`src/rtl/conv_tap_sequencer.sv`:
```
// -----------------------------------------------------------------------------
// conv_tap_sequencer
//
// Frame scheduler for the convolution MAC datapath. For every output position
// of the feature map it walks the KSIZE x KSIZE kernel taps (stalling whenever
// the window stage has no data), drives the MAC clear/enable/last strobes,
// waits MAC_LAT cycles for the accumulator to settle, then offers one output
// handshake. A one-cycle done pulse follows the last handshake of the frame.
//
// Ports:
//   clk_i        clock
//   rst_i        asynchronous active-high reset
//   start_i      frame start pulse, honoured only in IDLE
//   win_valid_i  window data for the current tap is present
//   out_ready_i  downstream accepts the result
//   busy_o       high in TAP, DRAIN and OUTPUT
//   done_o       one-cycle pulse after the last output handshake
//   tap_row_o    kernel row of the current tap
//   tap_col_o    kernel column of the current tap
//   mac_en_o     MAC accumulate enable (combinational on win_valid_i)
//   mac_clr_o    clear accumulator, asserted with tap (0,0)
//   mac_last_o   final tap of the position
//   out_valid_o  result for (out_x_o, out_y_o) is valid
//   out_x_o      current output column
//   out_y_o      current output row
//   stall_cnt_o  (only with CONV_TAP_SEQ_STALL_CNT_EN) saturating count of
//                window stalls in TAP plus backpressure cycles in OUTPUT
//
// Optional build macro: CONV_TAP_SEQ_STALL_CNT_EN
//
// state   | meaning
// --------+------------------------------------------------------------
// IDLE    | waiting for start; taps, drain count and position cleared
// TAP     | stepping kernel taps, one per cycle with win_valid_i
// DRAIN   | waiting MAC_LAT cycles for the accumulator result
// OUTPUT  | presenting result, holding position until out_ready_i
// DONE    | one-cycle frame-complete pulse
// -----------------------------------------------------------------------------
module conv_tap_sequencer #(
  parameter int KSIZE   = 3,
  parameter int IMG_W   = 8,
  parameter int IMG_H   = 8,
  parameter int MAC_LAT = 2,
  localparam int OUT_W  = IMG_W - KSIZE + 1,
  localparam int OUT_H  = IMG_H - KSIZE + 1,
  localparam int KW     = (KSIZE > 1) ? $clog2(KSIZE) : 1,
  localparam int XW     = (OUT_W > 1) ? $clog2(OUT_W) : 1,
  localparam int YW     = (OUT_H > 1) ? $clog2(OUT_H) : 1
) (
  input  logic          clk_i,
  input  logic          rst_i,
  input  logic          start_i,
  input  logic          win_valid_i,
  input  logic          out_ready_i,
  output logic          busy_o,
  output logic          done_o,
  output logic [KW-1:0] tap_row_o,
  output logic [KW-1:0] tap_col_o,
  output logic          mac_en_o,
  output logic          mac_clr_o,
  output logic          mac_last_o,
  output logic          out_valid_o,
  output logic [XW-1:0] out_x_o,
  output logic [YW-1:0] out_y_o
`ifdef CONV_TAP_SEQ_STALL_CNT_EN
  ,
  output logic [15:0]   stall_cnt_o
`endif
);

  localparam int DW = (MAC_LAT > 1) ? $clog2(MAC_LAT) : 1;

  localparam logic [KW-1:0] K_LAST = KW'(KSIZE - 1);
  localparam logic [XW-1:0] X_LAST = XW'(OUT_W - 1);
  localparam logic [YW-1:0] Y_LAST = YW'(OUT_H - 1);
  localparam logic [DW-1:0] D_LAST = DW'(MAC_LAT - 1);

  typedef enum logic [2:0] {
    S_IDLE   = 3'd0,
    S_TAP    = 3'd1,
    S_DRAIN  = 3'd2,
    S_OUTPUT = 3'd3,
    S_DONE   = 3'd4
  } state_t;

  state_t        state_q,   state_d;
  logic [KW-1:0] tap_row_q, tap_row_d;
  logic [KW-1:0] tap_col_q, tap_col_d;
  logic [DW-1:0] drain_q,   drain_d;
  logic [XW-1:0] out_x_q,   out_x_d;
  logic [YW-1:0] out_y_q,   out_y_d;

  logic tap_first;
  logic tap_last;

  assign tap_first = (tap_row_q == '0)     && (tap_col_q == '0);
  assign tap_last  = (tap_row_q == K_LAST) && (tap_col_q == K_LAST);

  always_ff @(posedge clk_i or posedge rst_i) begin
    if (rst_i) begin
      state_q   <= S_IDLE;
      tap_row_q <= '0;
      tap_col_q <= '0;
      drain_q   <= '0;
      out_x_q   <= '0;
      out_y_q   <= '0;
    end else begin
      state_q   <= state_d;
      tap_row_q <= tap_row_d;
      tap_col_q <= tap_col_d;
      drain_q   <= drain_d;
      out_x_q   <= out_x_d;
      out_y_q   <= out_y_d;
    end
  end

  always_comb begin
    state_d    = state_q;
    tap_row_d  = tap_row_q;
    tap_col_d  = tap_col_q;
    drain_d    = drain_q;
    out_x_d    = out_x_q;
    out_y_d    = out_y_q;
    mac_en_o   = 1'b0;
    mac_clr_o  = 1'b0;
    mac_last_o = 1'b0;

    case (state_q)
      S_IDLE: begin
        tap_row_d = '0;
        tap_col_d = '0;
        drain_d   = '0;
        out_x_d   = '0;
        out_y_d   = '0;
        if (start_i) begin
          state_d = S_TAP;
        end
      end

      S_TAP: begin
        // The strobes follow win_valid_i in the same cycle so the MAC sees
        // enable alongside the window data it qualifies.
        if (win_valid_i) begin
          mac_en_o   = 1'b1;
          mac_clr_o  = tap_first;
          mac_last_o = tap_last;
          if (tap_last) begin
            tap_row_d = '0;
            tap_col_d = '0;
            state_d   = S_DRAIN;
          end else if (tap_col_q == K_LAST) begin
            tap_col_d = '0;
            tap_row_d = tap_row_q + KW'(1);
          end else begin
            tap_col_d = tap_col_q + KW'(1);
          end
        end
      end

      S_DRAIN: begin
        if (drain_q == D_LAST) begin
          drain_d = '0;
          state_d = S_OUTPUT;
        end else begin
          drain_d = drain_q + DW'(1);
        end
      end

      S_OUTPUT: begin
        if (out_ready_i) begin
          if ((out_x_q == X_LAST) && (out_y_q == Y_LAST)) begin
            state_d = S_DONE;
          end else if (out_x_q == X_LAST) begin
            out_x_d = '0;
            out_y_d = out_y_q + YW'(1);
            state_d = S_TAP;
          end else begin
            out_x_d = out_x_q + XW'(1);
            state_d = S_TAP;
          end
        end
      end

      S_DONE: begin
        // start_i is deliberately not looked at here; a new frame needs IDLE.
        state_d = S_IDLE;
      end

      default: begin
        state_d = S_IDLE;
      end
    endcase
  end

  assign busy_o      = (state_q == S_TAP) || (state_q == S_DRAIN) ||
                       (state_q == S_OUTPUT);
  assign done_o      = (state_q == S_DONE);
  assign out_valid_o = (state_q == S_OUTPUT);
  assign tap_row_o   = tap_row_q;
  assign tap_col_o   = tap_col_q;
  assign out_x_o     = out_x_q;
  assign out_y_o     = out_y_q;

`ifdef CONV_TAP_SEQ_STALL_CNT_EN
  logic [15:0] stall_cnt_q, stall_cnt_d;
  logic        stall_hit;

  assign stall_hit = ((state_q == S_TAP)    && !win_valid_i) ||
                     ((state_q == S_OUTPUT) && !out_ready_i);

  always_comb begin
    stall_cnt_d = stall_cnt_q;
    if ((state_q == S_IDLE) && start_i) begin
      stall_cnt_d = '0;
    end else if (stall_hit && (stall_cnt_q != 16'hFFFF)) begin
      stall_cnt_d = stall_cnt_q + 16'd1;
    end
  end

  always_ff @(posedge clk_i or posedge rst_i) begin
    if (rst_i) begin
      stall_cnt_q <= '0;
    end else begin
      stall_cnt_q <= stall_cnt_d;
    end
  end

  assign stall_cnt_o = stall_cnt_q;
`endif

endmodule
```
`config.mk`:
```
export PLATFORM = sky130hd
export DESIGN_NAME = conv_tap_sequencer
export DESIGN_NICKNAME = d
export VERILOG_FILES = /design/src/rtl/conv_tap_sequencer.sv
export SDC_FILE = /design/constraint.sdc
export NUM_CORES = 1
export LEC_CHECK = 0
export BUFFER_PORTS_ARGS = -buffer_cell sky130_fd_sc_hd__buf_4
export CORE_ASPECT_RATIO = 0.9
export CORE_MARGIN = 8
export CORE_UTILIZATION = 56
export DETAILED_ROUTE_END_ITERATION = 7
export PLACE_DENSITY = 0.82
export SYNTH_ARGS = -nofsm -noshare
export SYNTH_HDL_FRONTEND = slang
export SYNTH_SLANG_ARGS = --single-unit
```
`constraint.sdc`:
```
create_clock -name clk_i -period 2.3 [get_ports clk_i]
set_clock_uncertainty 0.1 [all_clocks]
set_input_delay 0.115 -clock clk_i [delete_from_list [all_inputs] [get_ports clk_i]]
set_output_delay 0.115 -clock clk_i [all_outputs]
set_load 0.03 [all_outputs]
```
==> results_dict.tcl, run 1 <==
set metrics [dict create \
    path_clk_slew_ns 0.09 \
    area_growth_pct 20.1 \
    status "finished, final reports clean" \
    startpoint_type "register" \
    grt_setup_unrepaired "no" \
    remaining_drc_errors 0 \
    std_cell_rows 14 \
    grt_first_pass_wirelength_um 3330 \
    min_period_ns 1.92 \
    dieHeight_um 54.6 \
    syn_nets 100 \
    vias_in_the_first_global_route 725 \
    final.period_utilization_pct 83.4 \
    critPathArrivalTime_ns 1.70 \
    drv.max_cap_violation_count 0 \
    synthSimpleGateAreaFrac_pct 34.1 \
    portBuffers 20 \
    routed_via_density 5.49 \
    die_area_mm2 0.00321 \
    dpl.hpwl_um 1410 \
    synth.avg_cell_area_um2 9.96 \
    yosysWarningCount 0 \
    power_density_mw_per_mm2 1140 \
    final_area_mm2 0.00111 \
    timing.max_slew.rel_slack_pct 63.5 \
    drt-initial-drc-count 11 \
    asyncSetResetFlopFracSynth_pct 100 \
    multi_input_comb_area_um2 517 \
    biggest_area_consumer_among_synthesized_cells "sky130_fd_sc_hd__dfrtp_1" \
    grt_start_max_net_pins 17 \
    fmax_mhz 521 \
    utilization_pct 69.0 \
    fillerInstances 132 \
    placed_area_mm2 0.00107 \
    ios 21 \
    cp_slowest_cell "sky130_fd_sc_hd__dfrtp_1" \
    finalWirelength_um 1930 \
    finalHoldWorstSlack_ns 0.0406 \
    post-route-worst-setup-slack_ns 0.382 \
    synth_compound_gate_area_share_pct 12.6 \
    clk_latency_ns 0.29 \
    numClockSinks 14 \
    post-layout-total-power_mw 1.26 \
    fp.coreArea_mm2 0.00161 \
    drtAntennaViolNets 0 \
    fin_nets 120 \
    floorplan.initialDensity_pct 57.5 \
    hold_viol_final 0 \
    tritoncts_clock_tree "yes" \
    cts_buffer_depth 2 \
    crit_path_max_incr_delay_ns 0.53 \
    yosys.area_share.adder_pct 2.70 \
    clock-root-buffer "sky130_fd_sc_hd__clkbuf_4" \
    synth_top_family_by_area "simple AND/OR/NAND/NOR gates" \
    synth_seq_cells 14 \
    gr-total-overflow 0 \
    synthCells 93 \
    post_route_cells_drive_above_1_share_pct 27.7 \
    timing.hold.worst_path_depth 3 \
    post-place-ws_ns 0.718 \
    setup.worst_path.class "reg2out" \
    finalSetupTns_ns 0 \
    required_ns 2.09 \
    critical_path.endpoint_type "output port" \
    timing_worst_slew_pin_value_ns 0.547 \
    synth_top_flop_cell "sky130_fd_sc_hd__dfrtp_1" \
    fin_cells 136 \
    synth_cell_type_count 43 \
    synth.yosys.seq_area_share_pct 37.8 \
    synth_edf_count 0 \
    cellLeakagePower_nw 0.549 \
    total_global_route_track_usage_pct 13.7 \
    globalplace.congestion 0.817 \
    vias 747 \
    die_width_um 58.9 \
    tritoncts.num_buffers 3 \
    post-place-cells 131 \
    cts_max_level 1 \
    wl_per_cell_um 14.2 \
    mux_cell_area_share_after_synthesis_pct 6.49 \
    crit_chain "nor4b_2, and3_1, nor2b_1, buf_4" \
    largest_cells_by_area_after_synthesis "sky130_fd_sc_hd__dfrtp_1, sky130_fd_sc_hd__mux2i_1, sky130_fd_sc_hd__nand2_1" \
    reg2reg_depth 3 \
    detailedRoute.firstPassIterationCount 4 \
    antenna_cells_inserted 0 \
    timing.hold.worst.class "in2reg" \
    irDropWorstVdd_mv 0.715 \
    path_max_fanout 14 \
    setup_violations 0 \
    synthXorXnorAreaFrac_pct 0 \
    yosysTopAreaCellShare_pct 37.8 \
    timing.final.max_slew_violations 0 \
    netlist_area_um2 926 \
    seq_area_um2 350 \
    antenna_found_initial 0 \
]
## routing by layer
layer  global-route usage, %  part of all wire, %  wire length (um)
met1                    17.4                   50               958
met2                    20.7                   44               842
met3                    3.99                  4.7                90
met4                    7.54                  1.7                33
met5                       0                    0                 0
## worst paths after layout
kind | start | endpoint | slack (ns)
min in group asynchronous | rst_i | tap_col_o[0]$_DFFE_PP0P_ | 0.32
worst min register to register | drain_q$_DFFE_PP0P_ | drain_q$_DFFE_PP0P_ | 0.45
worst max register to register | state_q[0]$_DFFE_PP0P_ | out_y_o[1]$_DFFE_PP0P_ | 0.70
worst min-delay path | out_ready_i | state_q[0]$_DFFE_PP0P_ | 0.04
max in group asynchronous | rst_i | out_y_o[0]$_DFFE_PP0P_ | 1.42
worst max-delay path | state_q[1]$_DFFE_PP0P_ | mac_last_o | 0.38
## area by class of cell
cell class / instances / share of cell area, %
multi-input cells: 68 / 46.5
flip-flops and latches: 14 / 31.5
repair buffers: 21 / 14.4
clock buffers: 4 / 3.26
well taps: 24 / 2.70
inverters: 5 / 1.69
## state kept, by name, summed over array words and instances, names as in the netlist
register,count
tap_row_o,2
out_x_o,3
tap_col_o,2
state_q,3
drain_q,1
out_y_o,3
## power breakdown
| part | switching (mW) | internal, mW |
|---|---|---|
| combinational | 0.338 | 0.262 |
| sequential | 0.156 | 0.325 |
| clock | 0.0873 | 0.0965 |
| total | 0.581 | 0.683 |
## cell usage after synthesis (3+ instances only)
cell type,count
sky130_fd_sc_hd__nand3b_1,3
sky130_fd_sc_hd__nand2_1,10
sky130_fd_sc_hd__nand2b_1,3
sky130_fd_sc_hd__inv_1,4
sky130_fd_sc_hd__o22ai_1,3
sky130_fd_sc_hd__dfrtp_1,14
sky130_fd_sc_hd__nor2_1,4
sky130_fd_sc_hd__mux2i_1,6
## critical path: cells and delay by family, from the launching register on
| kind | cells | cell delay, ns |
|---|---|---|
| AND/OR/NAND/NOR | 3 | 0.71 |
| flip-flops | 1 | 0.53 |
| buffers and inverters | 1 | 0.17 |
## cells by family after synthesis
logic type                 Yosys count
adders and majority gates            2
buffers and inverters               11
muxes                                6
AOI/OAI and AO/OA                   15
and+or+nand+nor                     45
DFF                                 14
## cell usage in the layout (no fill, tap or decap), drive strengths merged, types with 2 or more instances in the layout
| master | instances |
|---|---|
| a22o | 2 |
| and2 | 2 |
| and3b | 2 |
| and4b | 2 |
| buf | 20 |
| clkbuf | 4 |
| dfrtp | 14 |
| ha | 2 |
| inv | 5 |
| mux2i | 6 |
| nand2 | 10 |
| nand2b | 3 |
| nand3 | 2 |
| nand3b | 3 |
| nand4b | 2 |
| nor2 | 4 |
| nor2b | 2 |
| nor4b | 2 |
| o21ai | 3 |
| o22ai | 4 |
| or3 | 2 |
## what timing repair did
action,4_1_cts,5_1_grt
hold buffers,1,0
endpoints found under the hold margin,14,0
gates resized for setup,0,0
setup buffers,0,0
(Power assumes the default switching activity.)
==> inputs of run 2 (changes only) <==
--- a/config.mk
+++ b/config.mk
@@ -8,9 +8,9 @@
 export BUFFER_PORTS_ARGS = -buffer_cell sky130_fd_sc_hd__buf_4
 export CORE_ASPECT_RATIO = 0.9
 export CORE_MARGIN = 8
-export CORE_UTILIZATION = 56
+export CORE_UTILIZATION = 52
 export DETAILED_ROUTE_END_ITERATION = 7
-export PLACE_DENSITY = 0.82
+export PLACE_DENSITY = 0.77
 export SYNTH_ARGS = -nofsm -noshare
 export SYNTH_HDL_FRONTEND = slang
 export SYNTH_SLANG_ARGS = --single-unit
==> constraint.sdc (replaced) <==
create_clock -name clk_i -period 1.82 [get_ports clk_i]
set_clock_uncertainty 0.1 [all_clocks]
set_input_delay 0.091 -clock clk_i [delete_from_list [all_inputs] [get_ports clk_i]]
set_output_delay 0.091 -clock clk_i [all_outputs]
set_load 0.03 [all_outputs]
==> run 2 against run 1 <==
Critical path depth did not move. Worst setup slack got worse by 0.29 ns. Cell area rose by 3.1%. Total power rose by 29%. Flip-flop and latch count did not move. Utilization fell by 0.79 points. Die area rose by 5.5%. Global-route usage fell by 0.61 points. Sequential power rose by 26%. Count of clock-buffer cells in the layout did not move. Critical endpoint unchanged. Highest routed layer unchanged.
==> results_dict.tcl, run 2 (synthesized netlist as in run 1, its figures left out) <==
set metrics [dict create \
    vias_in_the_first_global_route 766 \
    finalSetupTns_ns 0 \
    seq_area_um2 354 \
    min_period_ns 1.73 \
    fillerInstances 145 \
    final_common_cell "sky130_fd_sc_hd__buf_4" \
    final.period_utilization_pct 95.1 \
    startpoint_type "register" \
    status "finished, final reports clean" \
    floorplan.initialDensity_pct 55.1 \
    portBuffers 20 \
    dpl.hpwl_um 1470 \
    routed-wl-met3_um 73 \
    drtAntennaViolNets 0 \
    clk_latency_ns 0.28 \
    detailedRoute.firstPassIterationCount 4 \
    placed_area_mm2 0.00109 \
    total_global_route_track_usage_pct 13.1 \
    routed_via_density 5.46 \
    cts_max_level 1 \
    cp_slowest_cell "sky130_fd_sc_hd__dfrtp_2" \
    cts_buffer_depth 2 \
    area_growth_pct 23.9 \
    dieHeight_um 56.0 \
    grt_start_max_net_pins 15 \
    antenna_cells_inserted 0 \
    globalplace.congestion 0.830 \
    critPathArrivalTime_ns 1.54 \
    die_width_um 60.5 \
    hold_viol_final 0 \
    post-place-ws_ns 0.349 \
    crit_path_max_incr_delay_ns 0.45 \
    clock-root-buffer "sky130_fd_sc_hd__clkbuf_4" \
    timing.hold.worst_path_depth 3 \
    worst_hold_startpoint "out_ready_i" \
    dr_wl_met2_um 905 \
    ios 21 \
    drv.max_cap_violation_count 0 \
    post-route-worst-setup-slack_ns 0.0894 \
    grt_setup_unrepaired "no" \
    critical_path.reg2reg.startpoint "state_q[0]$_DFFE_PP0P_" \
    vias 759 \
    timing_worst_slew_pin_value_ns 0.539 \
    final_area_mm2 0.00115 \
    setup.worst_path.start "tap_row_o[0]$_DFFE_PP0P_" \
    wl_per_cell_um 14.5 \
    crit_chain "nor4b_4, and3_1, nor2b_1, buf_4" \
    multi_input_comb_area_um2 526 \
    tritoncts_clock_tree "yes" \
    remaining_drc_errors 0 \
    finalHoldWorstSlack_ns 0.0369 \
    cellLeakagePower_nw 0.565 \
    antenna_found_initial 0 \
    top_layer_used "met4" \
    timing.hold.worst.class "in2reg" \
    path_clk_slew_ns 0.09 \
    fp.coreArea_mm2 0.00168 \
    irDropWorstVdd_mv 0.867 \
    power_density_mw_per_mm2 1420 \
    path_max_fanout 4 \
    setup.worst_path.class "reg2out" \
    std_cell_rows 14 \
    drt-initial-drc-count 13 \
    required_ns 1.63 \
    fin_nets 123 \
    finalWirelength_um 2020 \
    post_route_cells_drive_above_1_share_pct 32.2 \
    gr-total-overflow 0 \
    numClockSinks 14 \
    cts.repair_timing.setup_buffer_count 0 \
    die_area_mm2 0.00339 \
    setup_violations 0 \
    critical_path.endpoint_type "output port" \
    reg2reg_depth 3 \
    timing.max_slew.rel_slack_pct 64.0 \
    wl_met1_um 1010 \
    fmax_mhz 578 \
    tritoncts.num_buffers 3 \
    layout_common_cells "sky130_fd_sc_hd__buf_4, sky130_fd_sc_hd__dfrtp_1, sky130_fd_sc_hd__nand2_1, sky130_fd_sc_hd__mux2i_1" \
    timing.final.max_slew_violations 0 \
    regToRegSetupSlack_ns 0.37 \
    grt_first_pass_wirelength_um 3500 \
]
==> run 2: layout make-up <==
type                       count  share of cell area [%]
clock buffer                   4                    3.16
multi-input combinational     68                    45.8
tap                           24                    2.62
sequential                    14                    30.9
inverter                       5                    1.64
timing repair buffer          24                    15.9
==> run 2: what timing repair did <==
| item | 4_1_cts | 5_1_grt |
|---|---|---|
| resized for setup | 0 | 4 |
| hold endpoints to repair | 14 | 0 |
| hold buffers | 1 | 0 |
| endpoints found under the setup margin | 0 | 1 |
==> run 2: path summary, 6_finish.rpt <==
kind / to
max in group asynchronous: state_q[1]$_DFFE_PP0P_
hold / removal: state_q[0]$_DFFE_PP0P_
hold reg to reg: tap_row_o[0]$_DFFE_PP0P_
setup reg to reg: out_y_o[0]$_DFFE_PP0P_
min in group asynchronous: out_y_o[2]$_DFFE_PP0P_
setup / recovery: mac_last_o
==> run 2: per-stage QoR <==
| stage | instances | util (%) | power [mW] |
|---|---|---|---|
| floorplan | 93 | - | 1.13 |
| global placement | 134 | 64.7 | 1.37 |
| detailed placement | 134 | 64.7 | 1.40 |
| CTS | 139 | 67.5 | 1.63 |
| global route | 139 | 68.2 | 1.73 |
| finish | 139 | 68.2 | 1.63 |
==> run 2: critical path: cells and delay by family (launching register included) <==
kind                   cells  cell delay [ns]
flip-flops                 1             0.45
buffers and inverters      1             0.17
AND/OR/NAND/NOR            3             0.65
==> run 2: power by group <==
group          internal [mW]  switching, mW  total (mW)
clock network          0.122          0.105       0.226
registers              0.416          0.190       0.606
logic                  0.348          0.451       0.799
total                  0.885          0.746        1.63
==> run 2: per-layer routing <==
layer / global-route usage, % / vias to the layer above
met5: 0 / -
met4: 6.98 / 0
met3: 2.54 / 2
met2: 19.1 / 15
met1: 17.4 / 364
li1: - / 378
==> inputs of run 3 (changes only) <==
==> constraint.sdc (replaced) <==
create_clock -name clk_i -period 1.91 [get_ports clk_i]
set_clock_uncertainty 0.1 [all_clocks]
set_input_delay 0.0955 -clock clk_i [delete_from_list [all_inputs] [get_ports clk_i]]
set_output_delay 0.0955 -clock clk_i [all_outputs]
set_load 0.03 [all_outputs]
==> run 3 against run 2 <==
Wire length shrank 5.7%. Sequential share of layout area grew 0.30 points. Flip-flop and latch count is the same. Hold slack lost 0.0079 ns. Cell area shrank 1.3%. Critical path depth is the same. First-iteration DRC count shrank 7.7%. Clock power shrank 26%. Cell count shrank 0.72%. Highest routed layer unchanged.
==> results_dict.tcl, run 3 (synthesized netlist as in run 1, its figures left out) <==
set metrics [dict create \
    status "finished, final reports clean" \
    std_cell_rows 14 \
    antenna_found_initial 0 \
    fin_nets 123 \
    timing.final.max_slew_violations 0 \
    globalplace.congestion 0.767 \
    hold-path-endpoint "state_q[0]$_DFFE_PP0P_" \
    path_clk_slew_ns 0.08 \
    tritoncts.num_buffers 3 \
    drt-initial-drc-count 12 \
    vias_in_the_first_global_route 717 \
    layout_common_cells "sky130_fd_sc_hd__buf_4, sky130_fd_sc_hd__dfrtp_1, sky130_fd_sc_hd__nand2_1, sky130_fd_sc_hd__mux2i_1" \
    startpoint_type "register" \
    die_area_mm2 0.00339 \
    remaining_drc_errors 0 \
    drv.max_cap_violation_count 0 \
    setup_violations 0 \
    gr-total-overflow 0 \
    critPathArrivalTime_ns 1.57 \
    timing.max_slew.rel_slack_pct 63.2 \
    post_route_cells_drive_above_1_share_pct 30.7 \
    worst_hold_startpoint "out_ready_i" \
    total_global_route_track_usage_pct 12.5 \
    finalWirelength_um 1910 \
    routed_via_density 5.52 \
    wl_per_cell_um 13.8 \
    dieHeight_um 56.0 \
    post-place-cells 132 \
    cellLeakagePower_nw 0.559 \
    final.period_utilization_pct 92.3 \
    timing_worst_slew_pin_value_ns 0.552 \
    critical_path.endpoint_type "output port" \
    min_period_ns 1.76 \
    cp.buffers_inverters 1 \
    timing.hold.worst.class "in2reg" \
    floorplan.initialDensity_pct 55.1 \
    crit_family "simple AND/OR/NAND/NOR gates" \
    ios 21 \
    cts_buffer_depth 2 \
    clock-root-buffer "sky130_fd_sc_hd__clkbuf_4" \
    final_common_cell "sky130_fd_sc_hd__buf_4" \
    fmax_mhz 568 \
    tritoncts_clock_tree "yes" \
    hold_viol_final 0 \
    crit_path_max_incr_delay_ns 0.45 \
    finalSetupTns_ns 0 \
    finalHoldWorstSlack_ns 0.0291 \
    path_max_fanout 4 \
    die_width_um 60.5 \
    irDropWorstVdd_mv 0.827 \
    critical_path.reg2reg.startpoint "state_q[1]$_DFFE_PP0P_" \
    area_growth_pct 22.3 \
    dpl.hpwl_um 1360 \
    portBuffers 20 \
    power_density_mw_per_mm2 1320 \
    grt_setup_unrepaired "no" \
    reg2reg_depth 4 \
    crit_chain "nor4b_4, and3_1, nor2b_1, buf_4" \
    timing.hold.worst_path_depth 3 \
    detailedRoute.firstPassIterationCount 4 \
    antenna_cells_inserted 0 \
    cp_slowest_cell "sky130_fd_sc_hd__dfrtp_1" \
    numClockSinks 14 \
    grt_start_max_net_pins 15 \
    fin_cells 138 \
    vias 762 \
    grt_first_pass_wirelength_um 3280 \
    setup.worst_path.class "reg2out" \
    fillerInstances 150 \
    clk_latency_ns 0.28 \
    required_ns 1.71 \
    utilization_pct 67.3 \
    fp.coreArea_mm2 0.00168 \
    cts_max_level 1 \
    regToRegEndpoint "out_y_o[0]$_DFFE_PP0P_" \
    drtAntennaViolNets 0 \
    regToRegSetupSlack_ns 0.38 \
]
## run 3: cell count changes in the layout (fill, tap and decap cells not counted), sizes merged
cell / before / now
clkbuf: 4 / 3
## run 3: area by class of cell
cell class	instances	area [um^2]	area share (%)
well taps	24	30.0	2.65
repair buffers	24	183	16.1
flip-flops and latches	14	353	31.2
multi-input cells	68	526	46.4
inverters	5	18.8	1.66
clock buffers	3	22.5	1.99
## run 3: power by group
group	internal, mW	switching, mW
registers	0.394	0.178
logic	0.333	0.423
clock network	0.0732	0.0948
## run 3: worst max path at each step
stage,from,endpoint,slack [ns],cells after the start
2_1_floorplan,tap_row_o[0]$_DFFE_PP0P_,mac_last_o,0.20,3
3_3_place_gp,state_q[1]$_DFFE_PP0P_,mac_last_o,0.38,4
3_5_place_dp,state_q[1]$_DFFE_PP0P_,mac_last_o,0.36,4
4_1_cts,state_q[1]$_DFFE_PP0P_,mac_last_o,0.02,4
5_1_grt,tap_row_o[0]$_DFFE_PP0P_,mac_last_o,0.01,4
6_report,tap_row_o[0]$_DFFE_PP0P_,mac_last_o,0.15,4
## run 3: timing repair
item                                    CTS  global route
resized for setup                         0             3
hold endpoints to repair                 14             0
hold buffers                              1             0
setup buffers                             0             2
endpoints found under the setup margin    0             2
## run 3: worst reg2reg max path, stage by stage, from the launching register on
cell                      delay [ns]
sky130_fd_sc_hd__dfrtp_2        0.44
sky130_fd_sc_hd__buf_4          0.17
sky130_fd_sc_hd__and4b_1        0.40
sky130_fd_sc_hd__nand4_4        0.16
sky130_fd_sc_hd__mux2i_1        0.14
## run 3: metal layers
metal  global-route usage [%]  up-vias  share of wire (%)
met5                        0        -                  0
li1                         -      379                  -
met2                     18.3       18                 44
met3                     4.62        4                4.5
met1                     15.5      361                 49
met4                     5.98        0                2.0
## run 3: through the flow
stage               area [um^2]  setup WS [ns]  total power [mW]
detailed placement         1070          0.356              1.32
CTS                        1110         0.0236              1.49
global route               1130         0.0127              1.60
floorplan                   926          0.196              1.08
finish                     1130          0.148              1.50
global placement           1070          0.381              1.31
